File: src/rtl/fir_interp2_pkg.sv
// Shared constants for the 2x interpolating polyphase FIR: widths, FSM states, prototype taps.
package fir_interp2_pkg;
  localparam int D_IDATA_WIDTH    = 12;
  localparam int D_COEFF_WIDTH    = 12;
  localparam int D_ACC_WIDTH      = 27;
  localparam int D_OUT_WIDTH      = 27;
  localparam int D_NUM_PHASE_TAPS = 4;

  typedef enum logic [2:0] {
    IDLE  = 3'd0,
    MAC_E = 3'd1,
    OUT_E = 3'd2,
    MAC_O = 3'd3,
    OUT_O = 3'd4
  } state_t;

  localparam logic signed [D_COEFF_WIDTH-1:0] H0 = 12'sd41;
  localparam logic signed [D_COEFF_WIDTH-1:0] H1 = 12'sd132;
  localparam logic signed [D_COEFF_WIDTH-1:0] H2 = 12'sd341;
  localparam logic signed [D_COEFF_WIDTH-1:0] H3 = 12'sd510;
  localparam logic signed [D_COEFF_WIDTH-1:0] H4 = 12'sd510;
  localparam logic signed [D_COEFF_WIDTH-1:0] H5 = 12'sd341;
  localparam logic signed [D_COEFF_WIDTH-1:0] H6 = 12'sd132;
  localparam logic signed [D_COEFF_WIDTH-1:0] H7 = 12'sd41;

  // Indexed by {tap, odd}: even phase uses h[2*tap], odd phase h[2*tap+1].
  localparam logic signed [D_COEFF_WIDTH-1:0] H [8] = '{H0, H1, H2, H3, H4, H5, H6, H7};
endpackage

File: src/rtl/fir_mac_unit.sv
// Time-shared signed multiply-accumulate; acc presents the running sum including the current product.
module fir_mac_unit #(
  parameter int COEFF_WIDTH = 12,
  parameter int DATA_WIDTH  = 12,
  parameter int ACC_WIDTH   = 27
) (
  input  logic                          clk,
  input  logic                          rst_n,
  input  logic                          clr,
  input  logic                          en,
  input  logic signed [COEFF_WIDTH-1:0] coeff,
  input  logic signed [DATA_WIDTH-1:0]  sample,
  output logic signed [ACC_WIDTH-1:0]   acc
);
  localparam int PW = COEFF_WIDTH + DATA_WIDTH;

  logic signed [PW-1:0]        prod;
  logic signed [ACC_WIDTH-1:0] prod_ext;
  logic signed [ACC_WIDTH-1:0] acc_q;

  assign prod     = coeff * sample;
  assign prod_ext = {{(ACC_WIDTH-PW){prod[PW-1]}}, prod};
  // Combinational so the last tap's product lands in the output register without an extra cycle.
  assign acc      = acc_q + prod_ext;

  always_ff @(posedge clk or negedge rst_n) begin
    if (!rst_n)   acc_q <= '0;
    else if (clr) acc_q <= '0;
    else if (en)  acc_q <= acc;
  end
endmodule

File: src/rtl/fir_interp2.sv
// 2x interpolating polyphase FIR: one input sample yields an even-phase then an odd-phase output.
module fir_interp2
  import fir_interp2_pkg::*;
#(
  parameter int IDATA_WIDTH    = D_IDATA_WIDTH,
  parameter int COEFF_WIDTH    = D_COEFF_WIDTH,
  parameter int ACC_WIDTH      = D_ACC_WIDTH,
  parameter int OUT_WIDTH      = D_OUT_WIDTH,
  parameter int NUM_PHASE_TAPS = D_NUM_PHASE_TAPS
) (
  input  logic                          clk,
  input  logic                          rst_n,
  input  logic signed [IDATA_WIDTH-1:0] in_data,
  input  logic                          in_valid,
  output logic                          in_ready,
  output logic signed [OUT_WIDTH-1:0]   out_data,
  output logic                          out_valid,
  input  logic                          out_ready,
  output logic                          out_phase
);
  localparam int TAP_W = $clog2(NUM_PHASE_TAPS);
  localparam logic [TAP_W-1:0] LAST_TAP = TAP_W'(NUM_PHASE_TAPS - 1);

  state_t state, nxt;
  logic [TAP_W-1:0] tap;
  logic [NUM_PHASE_TAPS-1:0][IDATA_WIDTH-1:0] x;
  logic mac_clr, mac_en, odd, load_out, shift_in;
  logic signed [COEFF_WIDTH-1:0] coeff;
  logic signed [IDATA_WIDTH-1:0] sample;
  logic signed [ACC_WIDTH-1:0]   sum;

  always_ff @(posedge clk or negedge rst_n) begin
    if (!rst_n) state <= IDLE;
    else        state <= nxt;
  end

  always_comb begin
    nxt      = state;
    in_ready = 1'b0;
    shift_in = 1'b0;
    mac_clr  = 1'b0;
    mac_en   = 1'b0;
    odd      = 1'b0;
    load_out = 1'b0;
    case (state)
      IDLE: begin
        in_ready = 1'b1;
        if (in_valid) begin
          shift_in = 1'b1;
          mac_clr  = 1'b1;
          nxt      = MAC_E;
        end
      end
      MAC_E: begin
        mac_en = 1'b1;
        if (tap == LAST_TAP) begin
          load_out = 1'b1;
          nxt      = OUT_E;
        end
      end
      OUT_E: begin
        if (out_valid && out_ready) begin
          mac_clr = 1'b1;
          nxt     = MAC_O;
        end
      end
      MAC_O: begin
        mac_en = 1'b1;
        odd    = 1'b1;
        if (tap == LAST_TAP) begin
          load_out = 1'b1;
          nxt      = OUT_O;
        end
      end
      OUT_O: begin
        odd = 1'b1;
        if (out_valid && out_ready) begin
          mac_clr = 1'b1;
          nxt     = IDLE;
        end
      end
      default: nxt = IDLE;
    endcase
  end

  always_ff @(posedge clk or negedge rst_n) begin
    if (!rst_n)       tap <= '0;
    else if (mac_clr) tap <= '0;
    else if (mac_en)  tap <= tap + 1'b1;
  end

  // Delay line moves only on an input handshake; x[0] is the newest sample.
  always_ff @(posedge clk or negedge rst_n) begin
    if (!rst_n)        x <= '0;
    else if (shift_in) x <= {x[NUM_PHASE_TAPS-2:0], in_data};
  end

  assign coeff  = H[{tap, odd}];
  assign sample = x[tap];

  fir_mac_unit #(
    .COEFF_WIDTH(COEFF_WIDTH),
    .DATA_WIDTH (IDATA_WIDTH),
    .ACC_WIDTH  (ACC_WIDTH)
  ) u_mac (
    .clk   (clk),
    .rst_n (rst_n),
    .clr   (mac_clr),
    .en    (mac_en),
    .coeff (coeff),
    .sample(sample),
    .acc   (sum)
  );

  always_ff @(posedge clk or negedge rst_n) begin
    if (!rst_n) begin
      out_data  <= '0;
      out_valid <= 1'b0;
      out_phase <= 1'b0;
    end else if (load_out) begin
      out_data  <= sum[OUT_WIDTH-1:0];
      out_valid <= 1'b1;
      out_phase <= odd;
    end else if (out_valid && out_ready) begin
      out_valid <= 1'b0;
    end
  end
endmodule

File: config.mk
export PLATFORM = sky130hd
export DESIGN_NAME = fir_interp2
export DESIGN_NICKNAME = d
export VERILOG_FILES = /design/src/rtl/fir_interp2_pkg.sv /design/src/rtl/fir_mac_unit.sv /design/src/rtl/fir_interp2.sv
export SDC_FILE = /design/constraint.sdc
export NUM_CORES = 1
export LEC_CHECK = 0
export ABC_AREA = 0
export BUFFER_PORTS_ARGS = -buffer_cell sky130_fd_sc_hd__buf_2
export CORE_ASPECT_RATIO = 1.1
export CORE_UTILIZATION = 41
export DETAILED_ROUTE_END_ITERATION = 6
export PLACE_DENSITY = 0.55
export SKIP_CTS_REPAIR_TIMING = 1
export SYNTH_ARGS = -nofsm -noshare
export SYNTH_HDL_FRONTEND = slang
export SYNTH_SLANG_ARGS = --single-unit
File: constraint.sdc
create_clock -name clk -period 7.59 [get_ports clk]
set_input_delay 0.3795 -clock clk [delete_from_list [all_inputs] [get_ports clk]]
set_output_delay 0.3795 -clock clk [all_outputs]
set_load 0.02 [all_outputs]
**Word level (Yosys, flattened, before mapping)**

Memory sizes are Yosys's and may differ from the RTL's.
Cells that the tools add are included.

- Register bits: 109
- ROM bits: 96
- Memories: 1

- Add/sub/neg operators: 2
- $mul: 1
- Order comparisons: 2
- Equal/unequal tests: 10
- Muxes and demuxes: 25
- Bitwise logic cells: 1
- Reductions and logical operators: 8

Memory list:

| memory | words | bits a word | rd ports | clocked after memory_dff | write ports | RTL line | source |
|---|---|---|---|---|---|---|---|
| (no name shown) | 8 | 12 | 1 | 0 | 0 | fir_interp2.sv:98 | `assign coeff = H[{tap, odd}];` |

Operator list:

| cell | number |
|---|---|
| 27-bit 2-to-1 mux | 2 |
| 12-bit 2-to-1 mux | 3 |
| 27-bit by 24-bit adder with 27-bit output | 1 |
| 12-bit binary-select mux with 2-bit select | 1 |
| 12-bit by 12-bit multiplier with 24-bit output | 1 |
| 3-bit 2-to-1 mux | 5 |
| 3-bit case mux with 5 select lines | 1 |
| 1-bit 2-to-1 mux | 10 |
| 2-bit != test, second input constant | 5 |
| 3-bit by 2-bit == test with 1-bit output, second input constant | 2 |
| 2-bit OR reduction | 3 |
| 5-bit AND reduction | 1 |
| 4-bit greater-or-equal comparator, second input constant | 1 |
| 2-bit 2-to-1 mux | 2 |
| 3-bit inverter with 4-bit output | 1 |
| 2-bit nonzero test | 2 |
| 3-bit by 1-bit == test with 1-bit output, second input constant | 1 |
| 3-bit == test, second input constant | 1 |
| 3-bit logical NOT | 1 |
| 2-bit by 3-bit < comparator with 1-bit output, second input constant | 1 |
| 2-bit by 1-bit adder with 2-bit output, second input constant | 1 |
| 2-bit == test, second input constant | 1 |
| 1-bit case mux with 2 select lines | 1 |
| 1-bit logical AND | 1 |

**Logic depth before layout (Yosys ltp)**

Gate-level depths: netlist of the first run.

- Depth in word-level cells: 11
- Mapped depth: 27
- Mapped depth without buffers: 25

**Hierarchy**

Synthesis of the first run repeated with hierarchy kept, for this count alone.

- Cell total of the unflattened synthesis: 1047
- Area, all modules: 11622.4 sq um

Modules (own cells, without submodules):

| module | times used | cells each | area each (sq um) | sequential area each (sq um) |
|---|---|---|---|---|
| fir_mac_unit | 1 | 820 | 7917.6 | 675.6 |
| fir_interp2 | 1 | 227 | 3704.8 | 2052.0 |

**Least setup slack after synthesis of the first run**

OpenSTA, ideal clock, no wires.

- Kind: register to register
- From: register state[0]
- To: register u_mac.acc_q[20]
- Library setup time: 0.131 ns
- Data arrival time: 6.213 ns
- Setup slack: 1.246 ns
- Stages on the path, launching flop included: 23
- Clock period less this slack: 6.344 ns
- Cell sequence: dfrtp_1 -> buf_2 -> nor2b_1 -> a22oi_1 -> inv_1 -> ha_1 -> mux2i_1 -> clkbuf_1 -> nand2_1 -> fa_1 -> fa_1 -> inv_1 -> fa_1 -> fa_1 -> fa_1 -> fa_1 -> ha_1 -> a21o_1 -> a221oi_2 -> nor2_2 -> nor4_2 -> nor4_1 -> or3_1

- Cells in the longest elaborated chain, start to end: 11
- Elaborated cells on any way between the ends: 20
- Classes of those cells: add/sub: 1; mul: 1; eq/ne: 4; mux: 7; bitwise: 1; reduce/logical: 5; memory: 1

RTL lines:

| what | RTL line | source |
|---|---|---|
| from (decl) | fir_interp2.sv:24 | `state_t state, nxt;` |
| from (signal assigned) | fir_interp2.sv:34 | `else state <= nxt;` |
| 3-bit == test / 3-bit by 2-bit == test with 1-bit output (equally long branches) | fir_interp2.sv:45 | `case (state)` |
| 2-bit OR reduction (no source line) (*) | - |  |
| 1-bit 2-to-1 mux (*) | fir_interp2.sv:45 |  |
| via odd | fir_interp2.sv:27 | `logic mac_clr, mac_en, odd, load_out, shift_in;` |
| 3-bit inverter with 4-bit output (not written as such) (*) | fir_interp2.sv:98 |  |
| memory 8 x 12 bit (*) | - |  |
| 12-bit 2-to-1 mux (not written as such) (*) (2 in a row) | fir_interp2.sv:98 |  |
| 12-bit by 12-bit multiplier with 24-bit output (*) | fir_mac_unit.sv:21 | `assign prod = coeff * sample;` |
| 27-bit by 24-bit adder with 27-bit output (*) | fir_mac_unit.sv:24 | `assign acc = acc_q + prod_ext;` |
| 27-bit 2-to-1 mux (*) | fir_mac_unit.sv:29 | `else if (en) acc_q <= acc;` |
| 27-bit 2-to-1 mux (*) | fir_mac_unit.sv:28 | `else if (clr) acc_q <= '0;` |
| to (signal assigned) | fir_mac_unit.sv:27 | `if (!rst_n) acc_q <= '0;` |
| to (signal assigned) | fir_mac_unit.sv:28 |  |
| to (signal assigned) | fir_mac_unit.sv:29 |  |
| to (decl) | fir_mac_unit.sv:19 | `logic signed [ACC_WIDTH-1:0] acc_q;` |

The timed path passes the listed nets; every way through them passes the cells marked *. The select of a mux whose other input is x is not followed.
A chain may end at the register's enable or synchronous reset.

**Worst setup path in the final report of the first run**

- From: register state[0]
- To: register u_mac.acc_q[26]

- Cells in the longest elaborated chain, start to end: 11
- Elaborated cells on any way between the ends: 20
- Classes of those cells: add/sub: 1; mul: 1; eq/ne: 4; mux: 7; bitwise: 1; reduce/logical: 5; memory: 1

RTL lines:

| what | RTL line |
|---|---|
| 3-bit == test / 3-bit by 2-bit == test with 1-bit output (equally long branches) | fir_interp2.sv:45 |
| 2-bit OR reduction (no source line) | - |
| 1-bit 2-to-1 mux | fir_interp2.sv:45 |
| 3-bit inverter with 4-bit output (not written as such) | fir_interp2.sv:98 |
| memory 8 x 12 bit | - |
| 12-bit 2-to-1 mux (not written as such) (2 in a row) | fir_interp2.sv:98 |
| 12-bit by 12-bit multiplier with 24-bit output | fir_mac_unit.sv:21 |
| 27-bit by 24-bit adder with 27-bit output | fir_mac_unit.sv:24 |
| 27-bit 2-to-1 mux | fir_mac_unit.sv:29 |
| 27-bit 2-to-1 mux | fir_mac_unit.sv:28 |

Several ways; a longest one is shown, not always the timed one. The select of a mux whose other input is x is not followed.

==> impl_metrics.tcl, run 1 <==
set metrics [dict create \
    synth.cell_area_um2 9662 \
    grt_pass1_wl_um 34720 \
    cp_slowest_cell "sky130_fd_sc_hd__xnor2_1" \
    start_util_pct 42.00 \
    grt_max_degree 58 \
    r2r.worst_path.cells 20 \
    drv_cap 0 \
    cts_tree "done" \
    layout-drive-gt1-share_pct 15.65 \
    setup_viol 0 \
    cts.sinks 109 \
    dieWidth_um 148.4 \
    pin_count 46 \
    synth_top_flop_cell "sky130_fd_sc_hd__dfrtp_1" \
    layout_worst_path_cycle_share_pct 91.70 \
    dr.first_iter.drc_count 235 \
    timing.critical_path.required_ns 7.87 \
    synth-seq-area-share_pct 28.23 \
    die_h_um 163 \
    timing_worst_slew_pin_value_ns 0.9822 \
    crit_path_max_fanout 13 \
    area_growth_syn_to_layout_pct 8.961 \
    placementRows 58 \
    synthesis.instances 940 \
    ant_nets 0 \
    drc 0 \
    hold_class "in -> async" \
    synthTopCellsByArea "sky130_fd_sc_hd__dfrtp_1, sky130_fd_sc_hd__fa_1, sky130_fd_sc_hd__ha_1" \
    grt_setup_unrepaired "no" \
    layout.cells.most_common_list "sky130_fd_sc_hd__inv_1, sky130_fd_sc_hd__dfrtp_1, sky130_fd_sc_hd__ha_1, sky130_fd_sc_hd__nand2_1, sky130_fd_sc_hd__fa_1" \
    initial_antenna_violation_count 0 \
    gp_congestion 0.8628 \
    synth-simple-area-share_pct 12.44 \
    path_cells "nor2b_2 -> a22oi_1 -> xnor2_1 -> buf_4 -> and2_1 -> fa_1 -> fa_1 -> fa_1 -> inv_1 -> fa_1 -> inv_1 -> ha_1 -> ha_1 -> ha_1 -> a21oi_1 -> a21oi_1 -> nor2_1 -> o21ai_0 -> or4b_1 -> o211ai_1" \
    synth_cell_types 64 \
    worst_clock_skew_ns 0.01324 \
    dominant_combinational_cell_family_by_area_after_synthesis "adder cells" \
    synth_area_in_adders_pct 31.73 \
    drt_pass1_iterations 5 \
    mostFrequentLayoutCell "sky130_fd_sc_hd__inv_1" \
    first_global_vias 6671 \
    synth_seq_cells 109 \
    synth_top_area_cell "sky130_fd_sc_hd__dfrtp_1" \
    asyncSetResetFlopFracSynth_pct 100.0 \
    antenna_cells 0 \
    family_with_the_most_delay_on_the_worst_path "adder cells" \
    dieArea_um2 24180 \
    timing.critical_path.to_type "flop" \
    root_buffer "sky130_fd_sc_hd__clkbuf_16" \
    core-area_um2 23000 \
    clock_insertion_delay_worst_skew_ns 0.36 \
    route.detailed.vias_per_inst 5.220 \
    outcome "finished, final reports clean" \
    setup.worst_path.class "reg -> reg" \
    dp.final_hpwl_um 16410 \
    path_clk_slew_ns 0.09 \
    numCtsBuffers 9 \
    wl_um 20910 \
    clk_path_buf_depth 2 \
    final-max-slew-violation-count 0 \
    fin_crit_ns 6.960 \
    timing.critical_path.slowest_cell_delay_ns 0.81 \
    critPathArrivalTime_ns 7.24 \
    post_synth_xor_area_fraction_pct 1.360 \
    ys.warnings.count 0 \
    synthesis.nets 1147 \
    count_of_endpoints_failing_hold_in_the_final_timing_report 0 \
    nets 1173 \
    synth.mux.area_fraction_pct 8.923 \
    global_route_overflow 0 \
    synth_enable_flop_cells 0 \
    crit_path_cell_count 20 \
    synth_compound_area_share_pct 9.505 \
    port_buf_inserts 45 \
    synth.avg_cell_area_um2 10.28 \
    clock_tree.htree_level_count 3 \
    via_count 6634 \
    fmax_ghz 0.1437 \
    global_route.usage.total_pct 18.56 \
    filler_cell_count 2161 \
    synth_top_area_share_pct 28.23 \
    final.setup.tns_ns 0 \
    count_of_buffer_and_inverter_cells_on_the_critical_path 3 \
    cpMostUsedCell "sky130_fd_sc_hd__fa_1" \
    avgRoutedWirePerCell_um 16.45 \
    cp-start-kind "flop" \
    max-slew-margin-rel_pct 34.05 \
]
[state kept, by name, indices dropped and copies added (netlist names)]
name         flops
x               48
out_data        27
u_mac.acc_q     27
state            3
tap              2
out_phase        1
out_valid        1
[area by class of cell]
cell class / instances / area [um2] / area share [%]
clock buffers: 9 / 225.2 / 2.139
clock inverters: 7 / 116.4 / 1.105
inverters: 150 / 563.0 / 5.348
multi-input cells: 638 / 6195 / 58.84
flip-flops and latches: 109 / 2728 / 25.91
well taps: 300 / 375.4 / 3.565
repair buffers: 58 / 325.3 / 3.090
[cells by family (layout without fill, tap and decap cells)]
logic type      after synthesis  after routing
simple gates                236            236
fa+ha+maj                   191            191
xor+xnor                     15             15
mux                          65             65
flops                       109            109
buf+inv                     193            224
compound gates              131            131
[worst reg2reg max path, cell delays in order (launching register included)]
cell and delay, ns:
sky130_fd_sc_hd__dfrtp_1 0.49, sky130_fd_sc_hd__nor2b_2 0.21, sky130_fd_sc_hd__a22oi_1 0.16, sky130_fd_sc_hd__xnor2_1 0.81, sky130_fd_sc_hd__buf_4 0.29, sky130_fd_sc_hd__and2_1 0.17
sky130_fd_sc_hd__fa_1 0.42, sky130_fd_sc_hd__fa_1 0.54, sky130_fd_sc_hd__fa_1 0.55, sky130_fd_sc_hd__inv_1 0.05, sky130_fd_sc_hd__fa_1 0.53, sky130_fd_sc_hd__inv_1 0.04
sky130_fd_sc_hd__ha_1 0.20, sky130_fd_sc_hd__ha_1 0.28, sky130_fd_sc_hd__ha_1 0.44, sky130_fd_sc_hd__a21oi_1 0.43, sky130_fd_sc_hd__a21oi_1 0.12, sky130_fd_sc_hd__nor2_1 0.32
sky130_fd_sc_hd__o21ai_0 0.23, sky130_fd_sc_hd__or4b_1 0.50, sky130_fd_sc_hd__o211ai_1 0.10
[cell usage after synthesis (7+ instances only)]
cell type	instances
sky130_fd_sc_hd__a21o_1	8
sky130_fd_sc_hd__a21oi_1	24
sky130_fd_sc_hd__and2_1	35
sky130_fd_sc_hd__buf_2	9
sky130_fd_sc_hd__clkbuf_1	29
sky130_fd_sc_hd__dfrtp_1	109
sky130_fd_sc_hd__fa_1	90
sky130_fd_sc_hd__ha_1	101
sky130_fd_sc_hd__inv_1	150
sky130_fd_sc_hd__mux2_2	49
sky130_fd_sc_hd__mux4_2	12
sky130_fd_sc_hd__nand2_1	98
sky130_fd_sc_hd__nand2b_1	13
sky130_fd_sc_hd__nand3_1	16
sky130_fd_sc_hd__nand4_1	8
sky130_fd_sc_hd__nor2_1	12
sky130_fd_sc_hd__nor2b_1	22
sky130_fd_sc_hd__nor3_1	8
sky130_fd_sc_hd__o21ai_0	35
sky130_fd_sc_hd__xnor2_1	8
sky130_fd_sc_hd__xor2_1	7
[metrics by stage]
stage,cells,area (um2),setup slack (ns),utilization [%],hold WS (ns)
floorplan,940,9662,1.246,-,0.08391
global placement,1255,10190,0.7152,44.28,0.4575
detailed placement,1255,10190,0.6233,44.28,0.4581
CTS,1271,10530,0.6143,45.76,0.09642
global route,1271,10530,0.1880,45.76,0.1162
finish,1271,10530,0.6299,45.76,0.06149
[layer usage]
metal | vias to the layer above | routed length [um] | GRT usage, %
met1 | 3348 | 9262 | 24.74
met5 | - | 0 | 0
met4 | 0 | 435 | 5.811
met3 | 22 | 563 | 2.577
li1 | 3173 | - | -
met2 | 91 | 10650 | 31.16
[worst paths after layout]
kind	startpoint	to	slack [ns]
worst max-delay path	state[0]	u_mac.acc_q[26]	0.63
worst min-delay path	rst_n	x[1]	0.06
worst max register to register	state[0]	u_mac.acc_q[26]	0.63
worst min register to register	out_data[4]	out_data[4]	0.47
max in group asynchronous	rst_n	u_mac.acc_q[13]	6.29
min in group clk	in_data[5]	x[5]	0.24
Power of run 1 is left out: the tool's default activity adds up to more than one toggle a clock period on the data nets, which glitch-free logic cannot reach.
==> run 2, diff against run 1 <==
--- a/config.mk
+++ b/config.mk
@@ -10,6 +10,7 @@
 export CORE_ASPECT_RATIO = 1.1
 export CORE_UTILIZATION = 41
 export DETAILED_ROUTE_END_ITERATION = 6
+export GPL_TIMING_DRIVEN = 0
 export PLACE_DENSITY = 0.55
 export SKIP_CTS_REPAIR_TIMING = 1
 export SYNTH_ARGS = -nofsm -noshare
==> impl_metrics.tcl, run 2 (synthesis results as in run 1) <==
set metrics [dict create \
    outcome "finished, final reports clean" \
    worst_hold_path.endpoint "x[8]" \
    count_of_endpoints_failing_hold_in_the_final_timing_report 0 \
    numCtsBuffers 9 \
    antenna_cells 0 \
    port_buf_inserts 45 \
    hold_class "in -> reg" \
    global_route_met1_utilization_pct 26.15 \
    worst_clock_skew_ns 0.007866 \
    gp_congestion 0.8182 \
    grt_max_degree 59 \
    largest_register_ff_count 48 \
    grt_pass1_wl_um 36150 \
    groute.layer.met2.usage_pct 33.74 \
    drc 0 \
    ant_nets 0 \
    cts_tree "done" \
    clock_insertion_delay_worst_skew_ns 0.36 \
    setup_viol 0 \
    placed_area_um2 10300 \
    timing.critical_path.required_ns 7.86 \
    cts.sinks 109 \
    registers.top_by_ff_count "x" \
    max-slew-margin-rel_pct 43.61 \
    cp-start-kind "flop" \
    numPlacedInstances 1286 \
    clk_path_buf_depth 2 \
    clock_tree.htree_level_count 3 \
    core-area_um2 23000 \
    min-delay-start "in_data[8]" \
    setup.worst_path.class "reg -> reg" \
    grt_setup_unrepaired "no" \
    critPathArrivalTime_ns 7.38 \
    placementRows 58 \
    die_h_um 163 \
    filler_cell_count 2239 \
    timing.critical_path.to_type "flop" \
    crit_path_max_fanout 10 \
    layout.cells.most_common_list "sky130_fd_sc_hd__inv_1, sky130_fd_sc_hd__dfrtp_1, sky130_fd_sc_hd__ha_1, sky130_fd_sc_hd__nand2_1, sky130_fd_sc_hd__fa_1" \
    route.detailed.vias_per_inst 5.137 \
    start_util_pct 42.00 \
    final_cells 1302 \
    regToRegSetupSlack_ns 0.48 \
    r2r.worst_path.cells 22 \
    initial_antenna_violation_count 0 \
    source_of_the_worst_register_to_register_timing_path "state[0]" \
    drv_cap 0 \
    via_count 6689 \
    dieArea_um2 24180 \
    grt_util_met3_pct 2.969 \
    first_global_vias 6661 \
    area_growth_syn_to_layout_pct 10.06 \
    avgRoutedWirePerCell_um 17.21 \
    timing.rr.end "out_data[18]" \
    min_path_cells 2 \
    layout-drive-gt1-share_pct 15.27 \
    layout_worst_path_cycle_share_pct 93.68 \
    final-max-slew-violation-count 0 \
    timing_worst_slew_pin_value_ns 0.8459 \
    fin_crit_ns 7.110 \
    multi_input_area_um2 6206 \
    global_route.usage.total_pct 19.85 \
    dr.first_iter.drc_count 244 \
    design_area_um2 10630 \
    fmax_ghz 0.1406 \
    path_clk_slew_ns 0.09 \
    dieWidth_um 148.4 \
    mostFrequentLayoutCell "sky130_fd_sc_hd__inv_1" \
    root_buffer "sky130_fd_sc_hd__clkbuf_16" \
    nets 1204 \
    dp.final_hpwl_um 17930 \
    global_route.peak_usage_layer "met2" \
    wl_um 22400 \
    pin_count 46 \
    regArea_um2 2728 \
    global_route_overflow 0 \
    registers_with_the_most_flip_flops "x x48, out_data x27, u_mac.acc_q x27" \
    drt_pass1_iterations 4 \
]
==> run 2: worst max-delay path by stage <==
stage               cells after the start              end     start
finish                                 22     out_data[18]  state[0]
detailed placement                     23  u_mac.acc_q[19]  state[1]
global placement                       23  u_mac.acc_q[19]  state[1]
floorplan                              22  u_mac.acc_q[20]  state[0]
CTS                                    23  u_mac.acc_q[19]  state[1]
global route                           22  u_mac.acc_q[20]  state[0]
==> run 2: layout make-up <==
| cell class | count | area share, % |
|---|---|---|
| Buffer | 42 | 1.777 |
| Clock buffer | 9 | 2.118 |
| Clock inverter | 7 | 0.7413 |
| Inverter | 150 | 5.295 |
| Multi-Input combinational cell | 638 | 58.36 |
| Sequential cell | 109 | 25.65 |
| Tap cell | 300 | 3.530 |
| Timing Repair Buffer | 47 | 2.530 |
==> run 2: worst max-delay path: stages (launching register included) <==
cell	delay (ns)
sky130_fd_sc_hd__dfrtp_1	0.36
sky130_fd_sc_hd__buf_2	0.16
sky130_fd_sc_hd__nor2b_1	0.20
sky130_fd_sc_hd__a22oi_2	0.40
sky130_fd_sc_hd__inv_1	0.09
sky130_fd_sc_hd__ha_1	0.21
sky130_fd_sc_hd__mux2i_1	0.35
sky130_fd_sc_hd__clkbuf_2	0.33
sky130_fd_sc_hd__nand2_1	0.12
sky130_fd_sc_hd__fa_1	0.49
sky130_fd_sc_hd__fa_1	0.49
sky130_fd_sc_hd__inv_1	0.06
sky130_fd_sc_hd__fa_1	0.49
sky130_fd_sc_hd__fa_1	0.43
sky130_fd_sc_hd__fa_1	0.51
sky130_fd_sc_hd__fa_1	0.42
sky130_fd_sc_hd__ha_1	0.38
sky130_fd_sc_hd__a21o_1	0.23
sky130_fd_sc_hd__a221oi_2	0.30
sky130_fd_sc_hd__nor2_2	0.14
sky130_fd_sc_hd__o311ai_1	0.45
sky130_fd_sc_hd__a21oi_1	0.17
sky130_fd_sc_hd__o31ai_1	0.25
==> run 2: per-layer routing <==
metal / up-vias / part of all wire (%) / wire length (um)
met5: - / 0 / 0
met4: 0 / 1.6 / 365
met3: 13 / 3.7 / 823
met2: 95 / 50 / 11160
met1: 3338 / 45 / 10050
li1: 3243 / - / -
==> run 2: through the flow <==
stage          utilization, %  setup TNS, ns  hold WS, ns  setup slack [ns]
4_1_cts                 46.08       -0.06838     -0.02183          -0.04952
2_1_floorplan               -              0      0.08391             1.246
3_5_place_dp            44.76       -0.02528       0.3845          -0.02528
3_3_place_gp            44.61              0       0.4557           0.05205
5_1_grt                 46.23              0       0.2290           0.07810
6_report                46.23              0       0.2389            0.4795
Power of run 2 is left out for the same reason.
